File: config.mk
export PLATFORM = sky130hd
export DESIGN_NAME = jump_redirect_ctrl_flat
export DESIGN_NICKNAME = d
export VERILOG_FILES = /design/src/rtl/jump_redirect_ctrl_if.sv /design/src/rtl/jump_redirect_ctrl.sv /design/src/flat_wrapper.sv
export SDC_FILE = /design/constraint.sdc
export NUM_CORES = 1
export LEC_CHECK = 0
export CAP_MARGIN = 20
export CORE_MARGIN = 2
export CORE_UTILIZATION = 65
export DETAILED_ROUTE_END_ITERATION = 10
export DONT_BUFFER_PORTS = 1
export GPL_ROUTABILITY_DRIVEN = 1
export MAX_ROUTING_LAYER = met4
export PLACE_DENSITY = 0.81
export RECOVER_POWER = 25
export SYNTH_ARGS = -nofsm -noshare
export SYNTH_HDL_FRONTEND = slang
export SYNTH_SLANG_ARGS = --single-unit
File: constraint.sdc
create_clock -name clk -period 4.1 [get_ports clk]
set_clock_uncertainty 0.05 [all_clocks]
set_input_delay 0.82 -clock clk [delete_from_list [all_inputs] [get_ports clk]]
set_output_delay 0.82 -clock clk [all_outputs]
set_load 0.02 [all_outputs]
File: src/rtl/jump_redirect_ctrl_if.sv
// jump_redirect_ctrl_if: pipeline-side request/redirect bundle for the jump redirect controller
interface jump_redirect_ctrl_if #(
  parameter int PC_W  = 32,
  parameter int CNT_W = 16
);
  logic            stall_f;
  logic            jump_d;
  logic            jump_reg_d;
  logic            rs_busy_d;
  logic [PC_W-1:0] jump_target_d;
  logic            branch_taken_e;
  logic [PC_W-1:0] branch_target_e;
  logic            redirect_valid;
  logic [PC_W-1:0] redirect_pc;
  logic            flush_d;
  logic            flush_e;
  logic            stall_jr;
  logic [CNT_W-1:0] jump_count;
  logic [CNT_W-1:0] jr_stall_cycles;
  modport master (
    output stall_f, jump_d, jump_reg_d, rs_busy_d, jump_target_d, branch_taken_e, branch_target_e,
    input  redirect_valid, redirect_pc, flush_d, flush_e, stall_jr, jump_count, jr_stall_cycles
  );
  modport slave (
    input  stall_f, jump_d, jump_reg_d, rs_busy_d, jump_target_d, branch_taken_e, branch_target_e,
    output redirect_valid, redirect_pc, flush_d, flush_e, stall_jr, jump_count, jr_stall_cycles
  );
endinterface

File: src/rtl/jump_redirect_ctrl.sv
// jump_redirect_ctrl: arbitrates EX branch vs ID jump/jr redirects, holds redirects over fetch stalls
module jump_redirect_ctrl #(
  parameter int PC_W  = 32,
  parameter int CNT_W = 16
) (
  input logic clk,
  input logic rst_n,
  jump_redirect_ctrl_if.slave bus
);
  typedef enum logic [1:0] {IDLE, JR_WAIT, PENDING} state_t;
  state_t state, state_nx;
  logic [PC_W-1:0] pend_pc, pend_pc_nx, rpc;
  logic pend_src, pend_src_nx;
  logic branch, jump, jr_hold;
  logic rv, fd, fe, sjr, cnt_jump;
  logic [CNT_W-1:0] jump_count, jr_stall_cycles;
  assign branch  = bus.branch_taken_e;
  assign jump    = (bus.jump_reg_d ? ~bus.rs_busy_d : bus.jump_d) & ~branch;
  assign jr_hold = bus.jump_reg_d & bus.rs_busy_d & ~branch;
  always_comb begin
    state_nx    = state;
    pend_pc_nx  = pend_pc;
    pend_src_nx = pend_src;
    rv          = 1'b0;
    rpc         = '0;
    fd          = 1'b0;
    fe          = 1'b0;
    sjr         = 1'b0;
    cnt_jump    = 1'b0;
    if (state == PENDING) begin
      if (branch) begin
        pend_pc_nx  = bus.branch_target_e;
        pend_src_nx = 1'b0;
        fd          = 1'b1;
        fe          = 1'b1;
      end else if (!bus.stall_f) begin
        rv       = 1'b1;
        rpc      = pend_pc;
        cnt_jump = pend_src;
        state_nx = IDLE;
      end
    end else if (branch || jump) begin
      fd = 1'b1;
      fe = branch;
      if (bus.stall_f) begin
        state_nx    = PENDING;
        pend_pc_nx  = branch ? bus.branch_target_e : bus.jump_target_d;
        pend_src_nx = jump;
      end else begin
        rv       = 1'b1;
        rpc      = branch ? bus.branch_target_e : bus.jump_target_d;
        cnt_jump = jump;
        state_nx = IDLE;
      end
    end else if (jr_hold) begin
      sjr      = 1'b1;
      fe       = 1'b1;
      state_nx = JR_WAIT;
    end else begin
      state_nx = IDLE;
    end
  end
  always_ff @(posedge clk or negedge rst_n) begin
    if (!rst_n) begin
      state           <= IDLE;
      pend_pc         <= '0;
      pend_src        <= 1'b0;
      jump_count      <= '0;
      jr_stall_cycles <= '0;
    end else begin
      state    <= state_nx;
      pend_pc  <= pend_pc_nx;
      pend_src <= pend_src_nx;
      if (cnt_jump && !(&jump_count)) jump_count <= jump_count + CNT_W'(1);
      if (sjr && !(&jr_stall_cycles)) jr_stall_cycles <= jr_stall_cycles + CNT_W'(1);
    end
  end
  // reset holds every control output low regardless of what the pipeline presents
  assign bus.redirect_valid  = rst_n & rv;
  assign bus.redirect_pc     = rst_n ? rpc : '0;
  assign bus.flush_d         = rst_n & fd;
  assign bus.flush_e         = rst_n & fe;
  assign bus.stall_jr        = rst_n & sjr;
  assign bus.jump_count      = jump_count;
  assign bus.jr_stall_cycles = jr_stall_cycles;
  a_jump_excl: assert property (@(posedge clk) disable iff (!rst_n) !(bus.jump_d && bus.jump_reg_d));
endmodule
File: src/flat_wrapper.sv
// flat-port wrapper written by rule: the top's interface ports become plain ports
module jump_redirect_ctrl_flat 
#(
  parameter int PC_W  = 32,
  parameter int CNT_W = 16
)
  (clk, rst_n, bus_stall_f, bus_jump_d, bus_jump_reg_d, bus_rs_busy_d, bus_jump_target_d, bus_branch_taken_e, bus_branch_target_e, bus_redirect_valid, bus_redirect_pc, bus_flush_d, bus_flush_e, bus_stall_jr, bus_jump_count, bus_jr_stall_cycles);
  jump_redirect_ctrl_if #(.PC_W(PC_W), .CNT_W(CNT_W)) bus_i ();
  input logic clk;
  input logic rst_n;
  input wire logic [$bits(bus_i.stall_f)-1:0] bus_stall_f;
  input wire logic [$bits(bus_i.jump_d)-1:0] bus_jump_d;
  input wire logic [$bits(bus_i.jump_reg_d)-1:0] bus_jump_reg_d;
  input wire logic [$bits(bus_i.rs_busy_d)-1:0] bus_rs_busy_d;
  input wire logic [$bits(bus_i.jump_target_d)-1:0] bus_jump_target_d;
  input wire logic [$bits(bus_i.branch_taken_e)-1:0] bus_branch_taken_e;
  input wire logic [$bits(bus_i.branch_target_e)-1:0] bus_branch_target_e;
  output wire logic [$bits(bus_i.redirect_valid)-1:0] bus_redirect_valid;
  output wire logic [$bits(bus_i.redirect_pc)-1:0] bus_redirect_pc;
  output wire logic [$bits(bus_i.flush_d)-1:0] bus_flush_d;
  output wire logic [$bits(bus_i.flush_e)-1:0] bus_flush_e;
  output wire logic [$bits(bus_i.stall_jr)-1:0] bus_stall_jr;
  output wire logic [$bits(bus_i.jump_count)-1:0] bus_jump_count;
  output wire logic [$bits(bus_i.jr_stall_cycles)-1:0] bus_jr_stall_cycles;
  assign bus_i.stall_f = bus_stall_f;
  assign bus_i.jump_d = bus_jump_d;
  assign bus_i.jump_reg_d = bus_jump_reg_d;
  assign bus_i.rs_busy_d = bus_rs_busy_d;
  assign bus_i.jump_target_d = bus_jump_target_d;
  assign bus_i.branch_taken_e = bus_branch_taken_e;
  assign bus_i.branch_target_e = bus_branch_target_e;
  assign bus_redirect_valid = bus_i.redirect_valid;
  assign bus_redirect_pc = bus_i.redirect_pc;
  assign bus_flush_d = bus_i.flush_d;
  assign bus_flush_e = bus_i.flush_e;
  assign bus_stall_jr = bus_i.stall_jr;
  assign bus_jump_count = bus_i.jump_count;
  assign bus_jr_stall_cycles = bus_i.jr_stall_cycles;
  jump_redirect_ctrl #(.PC_W(PC_W), .CNT_W(CNT_W)) u_core (.clk(clk), .rst_n(rst_n), .bus(bus_i));
endmodule
Yosys cells after proc, flatten, opt, wreduce, memory -nomap -nowiden

Index checks and enable logic that the tools add are counted.

Reductions and logical operators: 11
Bitwise gates (word level): 9
$add $sub $neg: 2
Muxes and demuxes: 39
$lt $le $gt $ge: 0
Equal/unequal tests: 4
Div/mod/pow operators: 0
Shift-type cells: 0
Multipliers: 0

Operators with widths:

| cell                                           | count |
|---|---|
| two-way mux 32 bit                             | 11 |
| adder 16 x 1 -> 16 bit (second input constant) | 2 |
| AND reduction 16 bit                           | 2 |
| two-way mux 1 bit                              | 23 |
| two-way mux 2 bit                              | 5 |
| bitwise AND 1 bit                              | 7 |
| inequality test 2 bit (second input constant)  | 3 |
| nonzero test 2 bit                             | 2 |
| AND reduction 3 bit                            | 1 |
| equality test 2 bit (second input constant)    | 1 |
| logical AND 1 bit                              | 2 |
| zero test 1 bit                                | 2 |
| NOT 1 bit                                      | 2 |
| AND reduction 2 bit                            | 1 |
| logical OR 1 bit                               | 1 |

Bits in read-only memories: 0
Output and inout bits: 68
Memories kept: 0
Bits in writable memories: 0
Latch bits: 0
Bits in registers: 67

Longest topological paths before layout

Word-level depth: 7
Mapped depth: 6
Mapped depth without buffers: 5

Worst setup path before layout

No wires, ideal clock.

Path type: input to output
Start: input port bus_branch_taken_e
End: output port bus_redirect_valid
Data arrival time: 2.258 ns
Cell stages on the path: 5
Path slack: 0.972 ns
Required time: 3.230 ns
Path through: buf_2 > nor4b_2 > clkbuf_1 > inv_1 > a21boi_0

Longest elaborated chain between the ends: 6
Elaborated cells on any way between the ends: 7

RTL lines:

| element               | line                     | source |
|---|---|---|
| start: declaration    | flat_wrapper.sv:16       | `input wire logic [$bits(bus_i.branch_taken_e)-1:0] bus_branch_taken_e;` |
| NOT 1 bit             | jump_redirect_ctrl.sv:18 | `assign jump = (bus.jump_reg_d ? ~bus.rs_busy_d : bus.jump_d) & ~branch;` |
| bitwise AND 1 bit     | jump_redirect_ctrl.sv:18 |  |
| logical OR 1 bit      | jump_redirect_ctrl.sv:42 | `end else if (branch \|\| jump) begin` |
| two-way mux 1 bit     | jump_redirect_ctrl.sv:42 |  |
| two-way mux 1 bit (*) | jump_redirect_ctrl.sv:30 | `if (state == PENDING) begin` |
| bitwise AND 1 bit (*) | jump_redirect_ctrl.sv:79 | `assign bus.redirect_valid = rst_n & rv;` |
| end: declaration      | flat_wrapper.sv:18       | `output wire logic [$bits(bus_i.redirect_valid)-1:0] bus_redirect_valid;` |

Every way passes the cells marked *; elsewhere a longest branch is shown, timed or not.

Worst setup path in the final report

Start: input port bus_rs_busy_d
End: output port bus_redirect_pc[17]

Longest elaborated chain between the ends: 7

RTL lines:

| element            | line                     | source |
|---|---|---|
| start: declaration | flat_wrapper.sv:14       | `input wire logic [$bits(bus_i.rs_busy_d)-1:0] bus_rs_busy_d;` |
| NOT 1 bit          | jump_redirect_ctrl.sv:18 |  |
| two-way mux 1 bit  | jump_redirect_ctrl.sv:18 |  |
| bitwise AND 1 bit  | jump_redirect_ctrl.sv:18 |  |
| logical OR 1 bit   | jump_redirect_ctrl.sv:42 |  |
| two-way mux 32 bit | jump_redirect_ctrl.sv:42 |  |
| two-way mux 32 bit | jump_redirect_ctrl.sv:30 |  |
| two-way mux 32 bit | jump_redirect_ctrl.sv:80 | `assign bus.redirect_pc = rst_n ? rpc : '0;` |
| end: declaration   | flat_wrapper.sv:19       | `output wire logic [$bits(bus_i.redirect_pc)-1:0] bus_redirect_pc;` |

Every way passes these cells.

==> summary.md <==
The most common flop cell mapped by yosys was sky130_fd_sc_hd__dfrtp_1. The later pin in the worst-skew pair is clocked with a latency of 0.33 ns. The tools report the area taken by multi-input logic gates as 0.00252 mm^2. From synthesis to final layout, the design area changed by 7.40%. Counting flops with a built-in enable in the synthesized netlist gives 0. The area of placed instances came out at 0.00434 mm^2. The floorplan step set the die width to 85.3 um. The register area share after synthesis was 0.390; the clock-pin slew on the worst setup and hold paths was 0.08 ns. The type of element launching the critical path is a primary input. TritonCTS built the clock tree. Counting the buffers created by CTS gives 9.

The average instance in the mapped netlist occupies 10.2 um^2. After legalization and detailed placement, the total HPWL measured 6030 um. The number of gates resized after CTS was 0. IR analysis of the VDD net gives a maximum drop of 452 uV.

STA puts the critical path data required time at 3.23 ns. The detail route stage leaves a number of antenna-violating nets equal to 0. The share of the clock period used by the worst path is 0.761, and the total routing usage reported by global routing is 0.250. The switching share of power was 0.280; the count of final setup violators was 0. Setup repair after global routing left no endpoint under its margin. The tool flagged a number of max-cap violations equal to 0. The count of input and output buffers came out at 0. After global routing the overflow that remains totals 0. The min-delay analysis places its worst path in the category primary input to async pin.

Post-synthesis cell type with the largest combined area: sky130_fd_sc_hd__dfrtp_1. By area the synthesized netlist is led by sky130_fd_sc_hd__dfrtp_1 39%, sky130_fd_sc_hd__mux2_2 16%, sky130_fd_sc_hd__mux2i_1 7.5%. Buffers added to address setup during post-CTS repair amount to 0. Entering global routing, the biggest net connects 104 pins.

Counting I/O delays and the setup requirement, the final critical path takes 3.12 ns. The global routing stage identified its most utilized layer as met2. The iteration count of the initial detailed-routing pass is 4. The highest clock frequency the design can meet came out at 320 MHz.

The logs give 0.672 for the effective utilization at floorplan and 0.00429 mm^2 for the post-synthesis instance area. The netlist uses 46 different library cells. Clock tree synthesis selected as its root buffer the cell sky130_fd_sc_hd__clkbuf_8. In this run the count of I/O pins placed on the die edge is 139. Across all layers, the routed design uses 3073 vias.

The final routed wire length divided by cell count is 17.3 um, and the final hold slack is 0.119 ns. The detailed-route wire length was 8560 um; the full die area was 0.00727 mm^2. For the Yosys warning count, the log shows 0. The area taken by flip-flops and latches was 0.00168 mm^2; the fraction of final layout cells with drive strength greater than 1 was 0.237. For the hold violation total from the final report, the log shows 0.

The area of all placed cells without fillers is 0.00461 mm^2, and the number of filler instances in the final layout is 471. The tools report the placer's final routability congestion estimate as 0.791. The per-cell via count in the routed design works out to 6.22. In the synthesized netlist, the number of instances is 421. Global routing usage on met2: 0.425.

The power share of the clock group was 0.369. The number of nets in the layout came out at 485. The net count of the mapped netlist came out at 494. The flow ran to the end, and the final reports show no timing, DRC or antenna violations.

The remaining design rule violation count came out at 0. The total of flip-flops plus latches after synthesis was 67; the area share of the leading cell type in the synthesized netlist was 0.390. The row count came out at 29. Cell internal power was estimated by the tool at 0.00143 W. The portion of total power attributed to combinational logic is 0.169, and the initial antenna violation count is 0.

The clock net sink count was 67. In this run the power spent charging and discharging nets is 0.000557 W. The run gives 89 as the iteration-0 DRC count of the detailed router.

Share of power burned in registers: 0.462. The tools report the number of hold buffers added after CTS as 0. The worst setup path is captured at an output pin.

In this run the worst path has a maximum fanout of 22. The area of the placeable core was 0.00639 mm^2; the deepest level of the CTS H-tree was 3. 0 antenna diodes ended up in the layout.

The power per unit of standard cell area was 431 mW/mm^2. The post-synthesis async set-or-reset flop share came out at 1.00. Counting along the longest clock path gives a buffer depth of 2. The run gives 3115 as the via count of the first global-routing pass.

The worst slew slack as a fraction of its limit was 0.312; the number of pins with negative max-slew slack in the final report was 0. The fraction of met3 tracks used by global routing came out at 0.0584. For this design the static power due to leakage is 1.97 nW. For the pin with the worst max-slew slack, the measured transition is 1.03 ns.

The first global-routing pass estimated 14200 um of wire. Measured along the y axis, the die boundary spans 85.3 um. The logs give 0 ns for the post-route setup TNS and 0.289 for the met1 track demand over resource in global routing. The worst path arrival time came out at 2.25 ns. The class of the most critical setup path was primary input to output pin.
## power groups by stage
| stage | Combinational (W) | Sequential [W] | Clock [W] |
|---|---|---|---|
| 5_1_grt | 0.000371 | 0.000935 | 0.000777 |
| 4_1_cts | 0.000342 | 0.000918 | 0.000748 |
| 3_3_place_gp | 0.000328 | 0.000920 | 0 |
| 6_report | 0.000336 | 0.000919 | 0.000733 |
| 3_5_place_dp | 0.000341 | 0.000928 | 0 |
| 2_1_floorplan | 0.000305 | 0.000901 | 0 |
## cells in the final DEF (no fill, tap or decap), types with 5 or more instances in the layout
cell / count
sky130_fd_sc_hd__dfrtp_1: 67
sky130_fd_sc_hd__mux2_2: 61
sky130_fd_sc_hd__nand2_1: 45
sky130_fd_sc_hd__o21ai_0: 35
sky130_fd_sc_hd__and2_1: 35
sky130_fd_sc_hd__mux2i_1: 32
sky130_fd_sc_hd__xor2_1: 16
sky130_fd_sc_hd__xnor2_1: 10
sky130_fd_sc_hd__clkbuf_8: 10
sky130_fd_sc_hd__nand4_1: 9
sky130_fd_sc_hd__nand3_1: 9
sky130_fd_sc_hd__nor4_1: 9
sky130_fd_sc_hd__nor3_1: 8
sky130_fd_sc_hd__nor2_1: 8
sky130_fd_sc_hd__mux2_1: 6
sky130_fd_sc_hd__inv_1: 5
## layout make-up
cell class | instances | area share
Clock inverter | 6 | 0.0296
Tap cell | 77 | 0.0209
Inverter | 5 | 0.00407
Clock buffer | 10 | 0.0298
Timing Repair Buffer | 4 | 0.00651
Sequential cell | 67 | 0.364
Multi-Input combinational cell | 325 | 0.546
## worst max-delay path, cell delays in order
cell and delay [ns]:
sky130_fd_sc_hd__and2b_1 0.22, sky130_fd_sc_hd__o311ai_4 0.52, sky130_fd_sc_hd__buf_4 0.33, sky130_fd_sc_hd__o21ai_0 0.13, sky130_fd_sc_hd__and2_1 0.24
## synthesized netlist by cell type (all sizes together), types with 4 or more instances
master,count
nand2,45
xor2,16
xnor2,10
inv,5
nor3,9
buf,14
mux2i,32
and2,35
clkbuf,10
and4,4
nor4,10
dfrtp,67
nand4,11
a21oi,5
nor2,9
nand3,9
mux2,68
o21ai,36
## routing by layer
metal  share of wire  wire length, um  vias to the layer above
met5               0                0                        -
met1            0.42             3600                     1499
met2            0.51             4370                       84
met4           0.013              114                        0
met3           0.056              479                       11
li1                -                -                     1479
## stage by stage
stage	utilization	setup WS, ns	cells	total power [W]
after global placement	0.679	1.04	478	0.00125
after detailed placement	0.679	0.953	478	0.00127
after CTS	0.722	0.954	494	0.00201
final	0.722	0.979	494	0.00199
after global routing	0.722	0.819	494	0.00208
after floorplan	-	0.972	421	0.00121
## worst paths after layout
kind / from / to / slack [ns] / cells past startpoint
min in group clk: u_core.pend_pc[1] / u_core.pend_pc[1] / 0.46 / 1
worst max register to register: u_core.state[0] / u_core.pend_pc[23] / 1.34 / 4
worst max-delay path: bus_rs_busy_d / bus_redirect_pc[17] / 0.98 / 5
max in group asynchronous: rst_n / u_core.pend_pc[20] / 3.75 / 0
worst min-delay path: rst_n / u_core.bus.jr_stall_cycles[8] / 0.12 / 0
worst min register to register: u_core.pend_pc[1] / u_core.pend_pc[1] / 0.46 / 1
## flip-flops by register name (all words and copies together) (netlist names)
name and flops:
u_core.pend_pc 32, u_core.bus.jr_stall_cycles 16, u_core.bus.jump_count 16, u_core.state 2, u_core.pend_src 1
## cell families (layout without fill, tap and decap cells)
| group | count (synthesis) | in the layout | share of synthesized area |
|---|---|---|---|
| DFF | 67 | 67 | 0.390 |
| xor gates and xnor gates | 26 | 26 | 0.0530 |
| AOI/OAI and AO/OA | 53 | 53 | 0.0766 |
| and+or+nand+nor | 144 | 144 | 0.189 |
| buffers and inverters | 29 | 25 | 0.0309 |
| muxes | 100 | 100 | 0.254 |
| adders and majority gates | 2 | 2 | 0.00583 |
Note: power is estimated with default switching activity, not from simulation.
